**config.mk**
```make
export PLATFORM = sky130hd
export DESIGN_NAME = seq_gen_1111
export DESIGN_NICKNAME = d
export VERILOG_FILES = /design/src/rtl/seq_pkg.sv /design/src/rtl/seq_piso.sv /design/src/rtl/seq_gen_1111.sv
export SDC_FILE = /design/constraint.sdc
export NUM_CORES = 1
export LEC_CHECK = 0
export CAP_MARGIN = 25
export CORE_AREA = 3 3 94 96
export DETAILED_ROUTE_END_ITERATION = 7
export DIE_AREA = 0 0 97 99
export PLACE_DENSITY = 0.5
export SLEW_MARGIN = 0
export SYNTH_ARGS = -nofsm -noshare
export SYNTH_HDL_FRONTEND = slang
export SYNTH_HIERARCHICAL = 1
export SYNTH_SLANG_ARGS = --single-unit
```
**constraint.sdc**
```tcl
create_clock -name clk -period 4.25 [get_ports clk]
set_clock_uncertainty 0.2 [all_clocks]
set_input_delay 0.425 -clock clk [delete_from_list [all_inputs] [get_ports clk]]
set_output_delay 0.425 -clock clk [all_outputs]
set_load 0.02 [all_outputs]
```
**src/rtl/seq_pkg.sv**
```systemverilog
// seq_pkg: shared constants for the serial pattern driver and the "1111" detector
package seq_pkg;
    localparam int W_DEF  = 8;
    localparam int CW_DEF = 4;

    // Driver FSM, one-hot
    typedef enum logic [3:0] {
        IDLE = 4'b0001,
        SEND = 4'b0010,
        GAP  = 4'b0100,
        FIN  = 4'b1000
    } gen_state_t;

    // Detector FSM: number of consecutive ones seen, saturating at four
    typedef enum logic [2:0] {
        D_S0 = 3'd0,
        D_S1 = 3'd1,
        D_S2 = 3'd2,
        D_S3 = 3'd3,
        D_S4 = 3'd4
    } det_state_t;
endpackage

```
**src/rtl/seq_piso.sv**
```systemverilog
// seq_piso: W-bit parallel-in serial-out shift register, MSB first
// Ports: clk, rst (async active-low), load (capture d), shift (shift left),
//        d (parallel word), msb_next (MSB the register will present after this edge)
module seq_piso #(
    parameter int W = 8
) (
    input  logic         clk,
    input  logic         rst,
    input  logic         load,
    input  logic         shift,
    input  logic [W-1:0] d,
    output logic         msb_next
);
    logic [W-1:0] sr;

    // Look-ahead lets the caller register the serial bit on the same edge as the shift
    assign msb_next = load ? d[W-1] : shift ? sr[W-2] : sr[W-1];

    always_ff @(posedge clk or negedge rst) begin
        if (!rst) sr <= '0;
        else if (load) sr <= d;
        else if (shift) sr <= {sr[W-2:0], 1'b0};
    end
endmodule

```
**src/rtl/seq_gen_1111.sv**
```systemverilog
// seq_gen_1111: serial pattern transmitter driving the "1111" detector line
// Ports: clk, rst (async active-low); start/din/rep/gap request a transfer in IDLE;
//        ready (idle), x (serial bit), x_valid (x is a pattern bit), done (one-cycle end pulse)
module seq_gen_1111
    import seq_pkg::*;
#(
    parameter int W  = W_DEF,
    parameter int CW = CW_DEF
) (
    input  logic          clk,
    input  logic          rst,
    input  logic          start,
    input  logic [W-1:0]  din,
    input  logic [CW-1:0] rep,
    input  logic [CW-1:0] gap,
    output logic          ready,
    output logic          x,
    output logic          x_valid,
    output logic          done
);
    localparam int BW = $clog2(W);

    gen_state_t    state, nxt;
    logic [W-1:0]  word;
    logic [CW-1:0] rep_l, gap_l, rcnt, gcnt;
    logic [BW-1:0] bcnt;
    logic          load, shift, last, more, bit_nxt;

    assign last = bcnt == BW'(W - 1);
    // Compared against the latched count, so rep = all-ones never relies on wrap
    assign more = rcnt < rep_l;

    always_comb begin
        nxt   = IDLE;
        load  = 1'b0;
        shift = 1'b0;
        case (state)
            IDLE: begin
                nxt  = start ? SEND : IDLE;
                load = start;
            end
            SEND: begin
                nxt   = !last ? SEND : !more ? FIN : (gap_l != '0) ? GAP : SEND;
                shift = !last;
                load  = last && more && gap_l == '0;
            end
            GAP: begin
                nxt  = (gcnt == gap_l - CW'(1)) ? SEND : GAP;
                load = gcnt == gap_l - CW'(1);
            end
            FIN:     nxt = IDLE;
            default: nxt = IDLE;
        endcase
    end

    seq_piso #(.W(W)) u_piso (
        .clk      (clk),
        .rst      (rst),
        .load     (load),
        .shift    (shift),
        .d        (state == IDLE ? din : word),
        .msb_next (bit_nxt)
    );

    always_ff @(posedge clk or negedge rst) begin
        if (!rst) begin
            state   <= IDLE;
            word    <= '0;
            rep_l   <= '0;
            gap_l   <= '0;
            rcnt    <= '0;
            gcnt    <= '0;
            bcnt    <= '0;
            x       <= 1'b0;
            x_valid <= 1'b0;
            done    <= 1'b0;
            ready   <= 1'b1;
        end else begin
            state   <= nxt;
            x       <= (nxt == SEND) && bit_nxt;
            x_valid <= nxt == SEND;
            done    <= nxt == FIN;
            ready   <= nxt == IDLE;
            bcnt    <= load ? '0 : shift ? bcnt + BW'(1) : bcnt;
            gcnt    <= (state == GAP) ? gcnt + CW'(1) : '0;
            if (state == IDLE && start) begin
                word  <= din;
                rep_l <= rep;
                gap_l <= gap;
                rcnt  <= '0;
            end else if (state == SEND && last && more) begin
                rcnt <= rcnt + CW'(1);
            end
        end
    end
endmodule

```
==> impl_metrics.ini, run 1 <==
[critical_path]
r2r_start = state[0]$_DFF_PN1_
crit_path_end_kind = register
reg2reg_slack_ns = 1.39
path_max_fanout = 17
crit_type = reg -> reg
cp-endpoint = x$_DFF_PN0_
cpMostUsedCell = nand2_1
crit_slowest_cell = dfstp_2
critPathArrivalTime_ns = 2.90
r2r-end = x$_DFF_PN0_
max_stage_delay_ns = 0.59
path_cells = nor4b_4, nand2_1, o31ai_2, or2_1, nand2_1, o21ai_1, o41a_1
worstSetupStartpointType = register
worst_ep_required_time_ns = 4.29
worstRegToRegCells = 7
crit_start = state[0]$_DFF_PN1_

[final_layout]
postLayoutCoreUtil_pct = 32.0
n_fill_cell = 835
insertedDiodeCount = 0
drive_gt1_share_pct = 12.4
syn2layout_area_growth_pct = 21.0
multi_input_area_um2 = 987
fin_nets = 252
register_area_um2 = 1080

[grt]
grt.overflow.total = 0
antenna_found_initial = 0
grt_max_degree = 44
grt_pass1_vias = 1513
globalRouteTotalUtil_pct = 9.81
grt_pass1_wl_um = 7560

[synthesis]
ys_types = 36
yosysTopAreaCell = dfrtp_1
ys_seq_area_share_pct = 50.1
synth_area_um2 = 2150
yosys_most_used_dff = dfrtp_1
yosys_warnings = 6
synth_edf_count = 0
yosysMostFrequentCell = nand2_1
syn_avg_cell_area_um2 = 10.8
ys_ff_latch = 43
synthTopCellsByArea = dfrtp_1 48%, nand2_1 8.4%, ha_1 4.7%
synth_fp_nets = 227
synthTopCellsByCount = 48 x nand2_1, 41 x dfrtp_1, 15 x o21ai_0, 10 x mux2i_1, 9 x nor3_1
async_flop_share_pct = 100
synth_top_area_share_pct = 47.7
synthCells = 200

[power]
fin_total_pwr_uw = 1580
vdd_drop_max_mv = 0.193
p_per_area_nw_per_um2 = 608
p_leak_uw = 0.00114

[clock_tree]
ctsResizeCount = 0
clkLatencyLatePin_ns = 0.30
clock_path_buffers = 2
clk_pin_slew_ns = 0.09
cts_setup_buffers = 0
cts_hold_buf = 0
htree_levels = 2
cts_buffers = 5
cts_root_buf = clkbuf_8
cts_tree = yes
clock_sinks = 43

[timing]
maxSlewHeadroom_pct = 51.4
rsz0062_at_grt = no
worstMarginPinSlew_ns = 0.719
post-route-min-period_ns = 2.86
layout_setup_ws_ns = 1.39
tns_ns = 0
drv_slew = 0
finalHoldViolations = 0
post-route-period-util_pct = 67.3
finalSetupViolCount = 0
clock.fmax_mhz = 350
whs_ns = 0.280

[placement]
dp_hpwl_um = 3040
dp_slack_ns = 1.35
gp_congestion = 0.768
portBuffers = 22

[die]
start_util_pct = 26.5
ioPinCount = 23
die_h_um = 99
rows = 33
die_w_um = 97
core_area_um2 = 8130
dieArea_um2 = 9600

[route]
drc = 0
wl_per_cell_um = 13.1
viasPerCell = 4.33
drtIter0Drc = 60
routed_wl_um = 4350
drtPass1Iterations = 4
drtAntennaViolNets = 0
num_vias = 1433

[run_status]
status = completed

[hold_path]
hp-class = reg -> reg

[job]
drv_cap = 0
==> through the flow <==
stage | cells | cell area, um2
4_1_cts | 329 | 2570
6_report | 331 | 2610
3_5_place_dp | 321 | 2440
2_1_floorplan | 200 | 2150
3_3_place_gp | 321 | 2440
5_1_grt | 331 | 2610
==> where the power goes <==
group          leakage (uW)  internal, uW  switching, uW  total, uW
sequential         0.000553           552           82.1        634
clock             0.0000644           235            150        385
combinational      0.000524           265            300        565
total               0.00114          1050            532       1580
==> placed cells by master, fill, tap and decap left out, drive strengths merged, types with 2 or more instances in the layout <==
cell type,n
clkbuf,5
or4b,2
o21ai,19
inv,7
or4,2
mux2i,10
ha,8
and2,2
mux2,8
clkdlybuf4s50,21
xor2,4
bufinv,2
or3,2
nor3,9
nor2,6
nand3,3
nand2,48
a21oi,3
dfrtp,41
nor3b,2
xnor2,4
dfstp,2
buf,2
nor4b,3
nor2b,2
==> state kept, by name (all words and copies together) (netlist names) <==
signal / cells
rep_l: 4
x_valid: 1
gap_l: 4
ready: 1
bcnt: 3
x: 1
word: 8
state: 4
u_piso/sr: 8
gcnt: 4
done: 1
rcnt: 4
==> metal layers <==
| metal | routed length (um) | track usage (%) |
|---|---|---|
| met1 | 2180 | 13.7 |
| met2 | 1960 | 15.2 |
| met3 | 164 | 2.48 |
| met4 | 45 | 2.59 |
| met5 | 0 | 0 |
==> logic make-up (layout without fill, tap and decap cells) <==
| family | count (synthesis) | count (layout) | share of synthesized area, % |
|---|---|---|---|
| compound gates | 26 | 26 | 7.97 |
| xor+xnor | 9 | 9 | 4.30 |
| fa+ha+maj | 8 | 8 | 4.65 |
| buf+inv | 13 | 39 | 4.01 |
| flops | 43 | 43 | 50.1 |
| mux | 18 | 18 | 8.84 |
| simple gates | 83 | 83 | 20.1 |
==> critical path, delay by kind of cell, from the launching register on <==
family | cells | cell delay [ns]
compound gates | 3 | 0.46
flops | 1 | 0.59
simple gates | 4 | 1.56
==> how the worst min path moves through the flow <==
stage                        startpoint                  end  slack [ns]  cells past startpoint
floorplan                           rst  bcnt[0]$_DFFE_PN0P_       -0.07                      0
global placement    word[6]$_DFFE_PN0P_  word[6]$_DFFE_PN0P_        0.26                      2
detailed placement  word[7]$_DFFE_PN0P_  word[7]$_DFFE_PN0P_        0.26                      2
CTS                                 rst    x_valid$_DFF_PN0_        0.12                      1
global route        word[6]$_DFFE_PN0P_  word[6]$_DFFE_PN0P_        0.31                      2
finish              word[3]$_DFFE_PN0P_  word[3]$_DFFE_PN0P_        0.28                      2
==> area by class of cell <==
type / count / area share (%)
multi-input cells: 144 / 37.9
inverters: 7 / 1.01
clock buffers: 5 / 2.64
flip-flops and latches: 43 / 41.4
well taps: 105 / 5.04
repair buffers: 24 / 9.41
clock inverters: 3 / 2.59
(Power assumes the default switching activity.)
==> inputs of run 2 (changes only) <==
clock period = 2.95 ns   (was 4.25 ns; I/O delays follow)
==> run 2 against run 1 <==
Die area did not move. Clock-buffer cell count is 3 higher. Critical path depth rose by 1. Worst setup slack got worse by 0.96 ns. Worst hold slack got worse by 0.0062 ns. Cell count up 1.2%. Via count rose by 0.91%. Critical path type unchanged.
==> impl_metrics.ini, run 2 (synthesis results as in run 1) <==
[critical_path]
critPathArrivalTime_ns = 2.53
worstRegToRegCells = 8
worstSetupStartpointType = register
path_max_fanout = 13
crit_type = reg -> reg
r2r-end = u_piso/sr[6]$_DFFE_PN0P_
worst_ep_required_time_ns = 2.96
crit_path_end_kind = register
r2r_start = rcnt[3]$_DFFE_PN0P_
reg2reg_slack_ns = 0.43

[clock_tree]
clk_pin_slew_ns = 0.08
htree_levels = 2
cts_hold_buf = 1
cts_setup_buffers = 0
cts_tree = yes
clock_path_buffers = 2
cts_buffers = 5
ctsResizeCount = 0
clock_sinks = 43
clkLatencyLatePin_ns = 0.29
cts_root_buf = clkbuf_8

[route]
num_vias = 1446
wl_met2_um = 1840
drtPass1Iterations = 4
wl_per_cell_um = 12.4
routed_wl_um = 4150
drtIter0Drc = 31
drtAntennaViolNets = 0
viasPerCell = 4.32
wl_met3_um = 175
drc = 0
topRoutingLayerUsed = met4
met1_length_um = 2100

[final_layout]
fin_nets = 256
drive_gt1_share_pct = 13.5
final_cell_mix = 48 x nand2_1, 41 x dfrtp_1, 21 x clkdlybuf4s50_1
layoutNonFillerInstCount = 335
insertedDiodeCount = 0
layout_commonest_cell = nand2_1
syn2layout_area_growth_pct = 21.1
top_regs = u_piso/sr (8), word (8)
n_fill_cell = 858

[timing]
tns_ns = 0
rsz0062_at_grt = no
finalSetupViolCount = 0
post-route-period-util_pct = 85.3
whs_ns = 0.274
maxSlewHeadroom_pct = 51.9
clock.fmax_mhz = 397
worstMarginPinSlew_ns = 0.711
drv_slew = 0
post-route-min-period_ns = 2.52
finalHoldViolations = 0
layout_setup_ws_ns = 0.432

[power]
seqPwrFrac_pct = 42.1
intPower_uw = 1420
switching_share_pct = 34.6
p_comb_share_pct = 38.9
p_per_area_nw_per_um2 = 832
p_leak_uw = 0.00115
vdd_drop_max_mv = 0.272
p_clk_share_pct = 19.0
power_switching_uw = 749
fin_total_pwr_uw = 2170

[grt]
grt_max_degree = 44
grt_pass1_vias = 1506
globalRouteTotalUtil_pct = 9.38
antenna_found_initial = 0
grt.overflow.total = 0
grt_pass1_wl_um = 7270

[die]
dieArea_um2 = 9600
rows = 33
start_util_pct = 26.5
ioPinCount = 23
die_h_um = 99
die_w_um = 97
core_area_um2 = 8130

[job]
drv_cap = 0

[hold_path]
hold-path-endpoint = word[3]$_DFFE_PN0P_
hold_path.startpoint = word[3]$_DFFE_PN0P_
whs_path_depth = 2
hp-class = reg -> reg

[placement]
portBuffers = 22
dp_hpwl_um = 2910
dp_slack_ns = 0.442
place_inst = 325
gp_congestion = 0.718

[run_status]
status = completed
-- run 2: stage by stage --
step | util (%) | instance area [um2]
2_1_floorplan | - | 2150
4_1_cts | 31.7 | 2580
6_report | 32.0 | 2610
3_5_place_dp | 30.3 | 2470
5_1_grt | 32.0 | 2610
3_3_place_gp | 30.3 | 2470
-- run 2: power by group through the flow --
stage / clock, uW / combinational [uW] / sequential [uW]
3_5_place_dp: 0 / 849 / 926
5_1_grt: 458 / 960 / 945
2_1_floorplan: 0 / 641 / 916
3_3_place_gp: 0 / 845 / 923
4_1_cts: 432 / 856 / 914
6_report: 413 / 843 / 912
-- run 2: cell type report --
cell class,instances,area (um2),share of cell area [%]
flip-flops and latches,43,1080,41.4
multi-input cells,144,987,37.9
repair buffers,28,283,10.8
inverters,7,26.3,1.01
well taps,105,131,5.04
clock buffers,8,100,3.84
-- run 2: worst max-delay path, stage by stage (launching register included) --
cell and delay, ns:
dfrtp_1 0.40, ha_1 0.30, a21oi_1 0.31, o21ai_0 0.23
nor3_1 0.41, or2_1 0.24, buf_4 0.20, nand2_1 0.07
o21ai_0 0.07
-- run 2: routing by layer --
layer | GRT usage, % | up-vias
met4 | 2.92 | 0
li1 | - | 743
met5 | 0 | -
met1 | 12.6 | 679
met2 | 14.6 | 20
met3 | 2.76 | 4
-- run 2: worst max path at each step --
stage / cells after the start / slack, ns / to / startpoint
global route: 8 / 0.17 / u_piso/sr[5]$_DFFE_PN0P_ / rcnt[1]$_DFFE_PN0P_
CTS: 8 / 0.43 / u_piso/sr[6]$_DFFE_PN0P_ / rcnt[3]$_DFFE_PN0P_
detailed placement: 7 / 0.44 / u_piso/sr[6]$_DFFE_PN0P_ / rcnt[3]$_DFFE_PN0P_
floorplan: 9 / 0.57 / x$_DFF_PN0_ / rcnt[1]$_DFFE_PN0P_
finish: 8 / 0.43 / u_piso/sr[6]$_DFFE_PN0P_ / rcnt[3]$_DFFE_PN0P_
global placement: 7 / 0.47 / u_piso/sr[4]$_DFFE_PN0P_ / rcnt[3]$_DFFE_PN0P_
==> inputs of run 3 (changes only) <==
CAP_MARGIN = 5   (was 25)
SLEW_MARGIN = unset   (was 0)
==> run 3 against run 2 <==
Non-clock buffer count shrank 1. Critical path type unchanged. Clock-buffer cell count is the same. Largest cell class unchanged. Worst setup slack lost 0.0023 ns. Sequential share of layout area grew 0.44 points. Power shrank 0.30%. Global-route usage is the same. Worst hold slack is essentially flat. Critical endpoint unchanged. Utilization shrank 0.34 points. Via count is essentially flat. Maximum frequency is essentially flat.
==> impl_metrics.ini, run 3 (synthesis results as in run 1) <==
[final_layout]
syn2layout_area_growth_pct = 19.8
fin_area_um2 = 2580
insertedDiodeCount = 0
layoutNonFillerInstCount = 334
final_cell_mix = 48 x nand2_1, 41 x dfrtp_1, 21 x clkdlybuf4s50_1
fin_nets = 255
layout_commonest_cell = nand2_1
drive_gt1_share_pct = 13.1
top_regs = u_piso/sr (8), word (8)

[power]
seqPwrFrac_pct = 42.2
switching_share_pct = 34.6
p_comb_share_pct = 38.7
intPower_uw = 1410
p_leak_uw = 0.00114
power_switching_uw = 747
p_clk_share_pct = 19.1
p_per_area_nw_per_um2 = 838
vdd_drop_max_mv = 0.271

[clock_tree]
clock_sinks = 43
clkLatencyLatePin_ns = 0.29
cts_tree = yes
clock_path_buffers = 2
cts_buffers = 5
ctsResizeCount = 0
htree_levels = 2
clk_pin_slew_ns = 0.08
cts_root_buf = clkbuf_8

[die]
rows = 33
start_util_pct = 26.5
ioPinCount = 23
die_w_um = 97
core_area_um2 = 8130
dieArea_um2 = 9600
die_h_um = 99

[critical_path]
worst_ep_required_time_ns = 2.96
crit_path_end_kind = register
path_max_fanout = 13
critPathArrivalTime_ns = 2.53
crit_type = reg -> reg
worstSetupStartpointType = register

[route]
wl_per_cell_um = 12.4
viasPerCell = 4.33
routed_wl_um = 4140
drtIter0Drc = 31
drtAntennaViolNets = 0
drc = 0
drtPass1Iterations = 5
num_vias = 1445

[timing]
finalHoldViolations = 0
maxSlewHeadroom_pct = 34.8
clock.fmax_mhz = 397
post-route-period-util_pct = 85.4
drv_slew = 0
post-route-min-period_ns = 2.52
finalSetupViolCount = 0
tns_ns = 0
rsz0062_at_grt = no
layout_setup_ws_ns = 0.430
worstMarginPinSlew_ns = 0.978

[grt]
grt_pass1_wl_um = 7270
grt_max_degree = 44
grt.overflow.total = 0
grt_pass1_vias = 1506
antenna_found_initial = 0
globalRouteTotalUtil_pct = 9.38

[placement]
postPlaceCellArea_um2 = 2470
gp_congestion = 0.718
dp_hpwl_um = 2910
portBuffers = 22
place_inst = 325
dp_slack_ns = 0.442

[run_status]
status = completed

[job]
drv_cap = 0

[hold_path]
hp-class = reg -> reg
[run 3: power groups by stage]
stage	clock network [uW]	registers [uW]	logic, uW
floorplan	0	916	641
global placement	0	923	845
detailed placement	0	926	849
CTS	432	914	856
global route	458	945	956
finish	413	911	836
[run 3: routing by layer]
| metal | GRT usage [%] | routed length [um] |
|---|---|---|
| met1 | 12.6 | 2080 |
| met2 | 14.6 | 1830 |
| met3 | 2.76 | 183 |
| met4 | 2.92 | 42 |
| met5 | 0 | 0 |
[run 3: path summary, 6_finish.rpt]
| kind | startpoint | endpoint | slack, ns | cells after the start |
|---|---|---|---|---|
| max in group asynchronous | rst | word[6]$_DFFE_PN0P_ | 1.45 | 2 |
| setup reg to reg | rcnt[3]$_DFFE_PN0P_ | u_piso/sr[6]$_DFFE_PN0P_ | 0.43 | 8 |
| hold reg to reg | word[3]$_DFFE_PN0P_ | word[3]$_DFFE_PN0P_ | 0.27 | 2 |
| setup / recovery | rcnt[3]$_DFFE_PN0P_ | u_piso/sr[6]$_DFFE_PN0P_ | 0.43 | 8 |
| hold / removal | word[3]$_DFFE_PN0P_ | word[3]$_DFFE_PN0P_ | 0.27 | 2 |
| min in group asynchronous | rst | rep_l[2]$_DFFE_PN0P_ | 0.49 | 2 |
[run 3: metrics by stage]
step	util [%]	total power [uW]	hold WS [ns]
6_report	31.7	2160	0.274
5_1_grt	31.7	2360	0.321
4_1_cts	31.7	2200	0.283
3_5_place_dp	30.3	1780	0.263
3_3_place_gp	30.3	1770	0.254
2_1_floorplan	-	1560	-0.201
[run 3: timing repair]
action | CTS | global route
buffers inserted | 0 | 0
setup endpoints to repair | 0 | 0
hold buffers | 1 | 0
hold endpoints to repair | 41 | 0
[run 3: layout make-up]
class,count,area (um2)
clock buffer,8,100
fill,862,5560
inverter,7,26.3
multi-input combinational,144,987
sequential,43,1080
tap,105,131
timing repair buffer,27,255
[run 3: worst max-delay path: stages, from the launching register on]
cell and delay [ns]:
dfrtp_1 0.40, ha_1 0.30, a21oi_1 0.31, o21ai_0 0.23, nor3_1 0.41, or2_1 0.24
buf_4 0.20, nand2_1 0.07, o21ai_0 0.07
==> patch 1 (config.mk and constraints of run 2) <==
Set the package constant `W_DEF` to 16 (it was 8).
--- a/src/rtl/seq_pkg.sv
+++ b/src/rtl/seq_pkg.sv
@@ -1,6 +1,6 @@
 // seq_pkg: shared constants for the serial pattern driver and the "1111" detector
 package seq_pkg;
-    localparam int W_DEF  = 8;
+    localparam int W_DEF  = 16;
     localparam int CW_DEF = 4;
 
     // Driver FSM, one-hot
Ports: changed (resized din); port bits go from 23 to 31. The function was not compared with the original's and may differ.
==> patch 1 against run 2 <==
- wire length is 31% higher
- first-iteration DRC count is 58% higher
- sequential cell count is 17 higher
- setup slack better by 0.091 ns
- design area is 37% higher
- synthesized area is 36% higher
- total power is 25% lower
- utilization is 12 points higher
- largest power group unchanged
==> patch 1: results (changes against run 2) <==
* sky130_fd_sc_hd__or4b_4 — slowest cell on the critical path, was sky130_fd_sc_hd__nor3_1
* 5428 um — Final Routed Wirelength, was 4148 um
* 30 — I/O Buffers, was 22
* 1.740 nW — Static Leak, was 1.151 nW
* 9660 um — first-pass GRT wire length, was 7265 um
* 779 — number of fill cells in the layout, was 858
* 6 — number of non-clock inverters in the layout, was 7
* 49 — starting DRC count in detailed routing, was 31
* 3361 sq um — post-place instance area, was 2469 sq um
* 0.8133 ns — Tightest Pin Transition, was 0.7115 ns
* 2.44 ns — arrival time reported for the critical path endpoint, was 2.53 ns
* 381 — cell count after placement, was 325
* 16 — largest driver fanout on the critical path, was 13
* 1504 sq um — sequential cell area, was 1079 sq um
* 170 — count of multi-input combinational gates, was 144
* 0.1249 — All-Layer GR Usage, was 0.09376
* 41 — number of non-clock buffers in the layout, was 28
* 0.3694 — multi-input gate share of total cell area, was 0.3788
* finished, final reports clean — outcome, unchanged
* 37 — number of library cell types mapped by synthesis, was 36
* 0.59 ns — Slowest Stage Delay on Critical Path, was 0.41 ns
* 0.755 mW — clock-net power, was 0.413 mW
* 0.3435 mW — switching power, was 0.7492 mW
* 0.05672 — share of final layout cell area taken by clock buffers and inverters, was 0.03841
* 322 — net total in the final layout, was 256
* 1,903 — vias after detailed routing, was 1,446
* 281 — post-synth net total, was 227
* 0.33 ns — later-pin clock latency in the skew report, was 0.29 ns
* 0.2185 mV — IR Drop Worst-Case VDD, was 0.2716 mV
* 9 — CTS Buf Count, was 5
* 0.1099 — area share of buffers outside the clock network, was 0.1085
* 398 — number of cells in the finished layout apart from fillers, was 335
* 3831 um — dpl hpwl, was 2907 um
* 37 — largest net degree at the start of global routing, was 44
* 0.2321 — share of layout cells above drive strength 1, was 0.1348
* 0.7053 — final weighted congestion in routability-driven placement, was 0.7180
* 1,991 — number of global-route vias before repair, was 1,506
* 11.85 sq um — average cell area after synthesis, was 10.76 sq um
* 0.034 — logic gate share of total power, was 0.389
* u_piso/sr x16, word x16 — top flop regs, was u_piso/sr x8, word x8
* 247 — Post-Syn Instances, was 200
* sky130_fd_sc_hd__dfrtp_1, sky130_fd_sc_hd__mux2_2, sky130_fd_sc_hd__mux2i_1 — top area cells in the synthesized netlist, was sky130_fd_sc_hd__dfrtp_1, sky130_fd_sc_hd__nand2_1, sky130_fd_sc_hd__ha_1
* 0.5139 — portion of the post-synthesis area used by sequential elements, was 0.5012
* 12 — total of clock buffers placed in the layout, was 8
* 60 — TritonCTS sink count, was 43
* sky130_fd_sc_hd__dfrtp_1, sky130_fd_sc_hd__mux2_2, sky130_fd_sc_hd__nand2_1 — most frequent cells after synthesis, was sky130_fd_sc_hd__nand2_1, sky130_fd_sc_hd__dfrtp_1, sky130_fd_sc_hd__o21ai_0
* 3 — Clock H-tree levels, was 2
patch 1: changes by cell type in the layout (fill, tap and decap cells not counted), sizes merged, moves of 3 or more:
cell,run 2,this run
and3,0,5
buf,6,11
clkbuf,8,12
clkdlybuf4s50,21,29
dfrtp,41,58
mux2,8,35
mux2i,10,18
nand2,48,25
nand3,3,8
nor2,6,9
o21ai,19,25
patch 1: worst paths after layout:
kind,startpoint,end,slack [ns],depth (start not counted)
setup / recovery,state[3],u_piso/sr[0],0.52,7
hold / removal,word[6],word[6],0.30,1
setup reg to reg,state[3],u_piso/sr[0],0.52,7
hold reg to reg,word[6],word[6],0.30,1
max in group asynchronous,rst,x,1.44,3
min in group asynchronous,rst,rep_l[2],0.39,2
patch 1: logic make-up after synthesis:
| group | count (synthesis) | synth area share |
|---|---|---|
| buffers and inverters | 17 | 0.03505 |
| flip-flops | 60 | 0.5139 |
| AO/OA/AOI/OAI | 33 | 0.06627 |
| AND/OR/NAND/NOR | 67 | 0.1240 |
| XOR/XNOR | 10 | 0.03463 |
| multiplexers | 53 | 0.1962 |
| adder cells (fa/ha/maj) | 7 | 0.02993 |
patch 1: layer usage:
metal  share of wire  wire [um]  track usage  up-vias
li1                -          -            -      955
met1            0.53       2857       0.1763      910
met2            0.42       2304       0.1805       29
met3           0.032        176      0.02619        9
met4           0.017         90      0.06479        0
met5               0          0            0        -
patch 1: metrics by stage:
| step | utilization | setup WS, ns | total power, mW |
|---|---|---|---|
| 2_1_floorplan | - | 0.6406 | 0.8388 |
| 3_3_place_gp | 0.4132 | 0.5997 | 0.8943 |
| 3_5_place_dp | 0.4132 | 0.5208 | 0.8937 |
| 4_1_cts | 0.4393 | 0.5040 | 1.659 |
| 5_1_grt | 0.4393 | 0.3371 | 1.699 |
| 6_report | 0.4393 | 0.5230 | 1.632 |
==> patch 2 (config.mk and constraints of run 2) <==
Without the edit above. Reset style: synchronous (`rst`), changed in 2 clocked blocks. Comments in the files are not updated.
--- a/src/rtl/seq_piso.sv
+++ b/src/rtl/seq_piso.sv
@@ -16,7 +16,7 @@
     // Look-ahead lets the caller register the serial bit on the same edge as the shift
     assign msb_next = load ? d[W-1] : shift ? sr[W-2] : sr[W-1];
 
-    always_ff @(posedge clk or negedge rst) begin
+    always_ff @(posedge clk) begin
         if (!rst) sr <= '0;
         else if (load) sr <= d;
         else if (shift) sr <= {sr[W-2:0], 1'b0};
--- a/src/rtl/seq_gen_1111.sv
+++ b/src/rtl/seq_gen_1111.sv
@@ -62,7 +62,7 @@
         .msb_next (bit_nxt)
     );
 
-    always_ff @(posedge clk or negedge rst) begin
+    always_ff @(posedge clk) begin
         if (!rst) begin
             state   <= IDLE;
             word    <= '0;
Function: differs if rst is asserted again (counterexample within 4 cycles, from zero or initial values and one cycle with rst low); with rst held inactive, the same outputs for 10 cycles.
==> patch 2 against run 2 <==
- global-route usage up 0.24 points
- final cell count up 3.6%
- synthesized cell count rose by 6.5%
- synthesized area shrank 4.3%
- setup slack got worse by 0.20 ns
- sequential cell count stayed put
- design area decreased by 4.2%
- wire length increased by 6.6%
- critical path type unchanged
Power is not compared: it rests on default switching activity, and its combinational part moved more than twofold at a synthesized area within 25%.
==> patch 2: results (changes against run 2) <==
* 241 — post-synth net total, was 227
* 1,581 — number of global-route vias before repair, was 1,506
* 269 — net total in the final layout, was 256
* 850 — number of fill cells in the layout, was 858
* 0.2548 ns — Post-Route Hold Slack, was 0.2742 ns
* 20 — largest net degree at the start of global routing, was 44
* finished, final reports clean — outcome, unchanged
* 0.04496 — xor/xnor cell area share of the yosys netlist, was 0.04302
* 0.09621 — All-Layer GR Usage, was 0.09376
* 12.74 um — Avg WL per Cell, was 12.38 um
* 0.3123 ns — worst slack after detailed placement, was 0.4419 ns
* u_piso/sr[0] — R2R Path End, was u_piso/sr[6]
* 0.1281 — share of layout cells above drive strength 1, was 0.1348
* 3152 um — dpl hpwl, was 2907 um
* 0.7653 — final weighted congestion in routability-driven placement, was 0.7180
* 0.6759 — Relative slew margins, was 0.5190
* 0 — async set-or-reset flop fraction in the synthesized netlist, was 1.000
* 0.09235 — mux contribution to synthesized area, was 0.08837
* 0.24 ns — slack of the worst reg-to-reg path, was 0.43 ns
* sky130_fd_sc_hd__dfxtp_1, sky130_fd_sc_hd__nand2_1, sky130_fd_sc_hd__a21boi_1 — top area cells in the synthesized netlist, was sky130_fd_sc_hd__dfrtp_1, sky130_fd_sc_hd__nand2_1, sky130_fd_sc_hd__ha_1
* 0.4180 — portion of the post-synthesis area used by sequential elements, was 0.5012
* sky130_fd_sc_hd__dfxtp_1, sky130_fd_sc_hd__nand2_1, sky130_fd_sc_hd__a21boi_1 — most frequent cells after synthesis, was sky130_fd_sc_hd__nand2_1, sky130_fd_sc_hd__dfrtp_1, sky130_fd_sc_hd__o21ai_0
* rep_l[3] — start of the worst register-to-register path, was rcnt[3]
* 9 — logic depth of the worst register-to-register path, was 8
* 2.73 ns — arrival time reported for the critical path endpoint, was 2.53 ns
* word[3] — worst hold start, unchanged
* 0.05468 — adder-cell share of the synthesized area, was 0.04651
* 7514 um — first-pass GRT wire length, was 7265 um
* 47 — starting DRC count in detailed routing, was 31
-- patch 2: cell types whose count changed after synthesis, moves of 7 or more --
cell	delta
sky130_fd_sc_hd__o21ai_0	-12
sky130_fd_sc_hd__a21boi_1	+16
sky130_fd_sc_hd__a211oi_1	+7
sky130_fd_sc_hd__dfrtp_1	-41
sky130_fd_sc_hd__nand2_1	-9
sky130_fd_sc_hd__dfxtp_1	+43
-- patch 2: cells by family (layout without fill, tap and decap cells) --
logic type / after synthesis / after routing
simple gates: 77 / 77
flops: 43 / 43
compound gates: 40 / 40
mux: 18 / 18
buf+inv: 17 / 46
fa+ha+maj: 9 / 9
xor+xnor: 9 / 9
-- patch 2: worst max path at each step --
stage                        start      endpoint
after global placement    rep_l[3]  u_piso/sr[0]
after floorplan           gap_l[0]  u_piso/sr[0]
after CTS                 rep_l[3]  u_piso/sr[0]
after detailed placement  rep_l[3]  u_piso/sr[0]
after global routing      rep_l[1]             x
final                     rep_l[3]  u_piso/sr[0]
-- patch 2: layout make-up --
| class | instances | area share |
|---|---|---|
| clock inverters | 1 | 0.002004 |
| well taps | 105 | 0.05261 |
| repair buffers | 29 | 0.1092 |
| multi-input cells | 153 | 0.4474 |
| flip-flops and latches | 43 | 0.3447 |
| inverters | 9 | 0.01353 |
| clock buffers | 7 | 0.03056 |
-- patch 2: metal layers --
layer	global-route usage	up-vias	share of wire
li1	-	803	-
met1	0.1308	702	0.53
met2	0.1486	22	0.43
met3	0.01840	5	0.027
met4	0.04212	0	0.017
met5	0	-	0
-- patch 2: power groups by stage --
stage,combinational [mW],sequential (mW),clock [mW]
6_report,0.197,0.629,0.361
2_1_floorplan,0.129,0.641,0
3_5_place_dp,0.198,0.643,0
4_1_cts,0.200,0.630,0.374
3_3_place_gp,0.197,0.642,0
5_1_grt,0.220,0.633,0.394
-- patch 2: per-stage QoR --
step	total power, mW	area [sq um]	std cells
after floorplan	0.7701	2059	213
after global placement	0.8391	2416	339
after detailed placement	0.8412	2416	339
after CTS	1.204	2497	347
after global routing	1.247	2497	347
final	1.187	2497	347
-- patch 2: critical path, cell delays in order (launching register included) --
cell and delay (ns):
sky130_fd_sc_hd__dfxtp_1 0.34, sky130_fd_sc_hd__inv_1 0.06, sky130_fd_sc_hd__ha_1 0.30, sky130_fd_sc_hd__o211ai_1 0.15, sky130_fd_sc_hd__o21ai_0 0.40, sky130_fd_sc_hd__nor3_1 0.16, sky130_fd_sc_hd__or3_1 0.35, sky130_fd_sc_hd__buf_4 0.17
sky130_fd_sc_hd__or3b_1 0.38, sky130_fd_sc_hd__a21oi_1 0.14
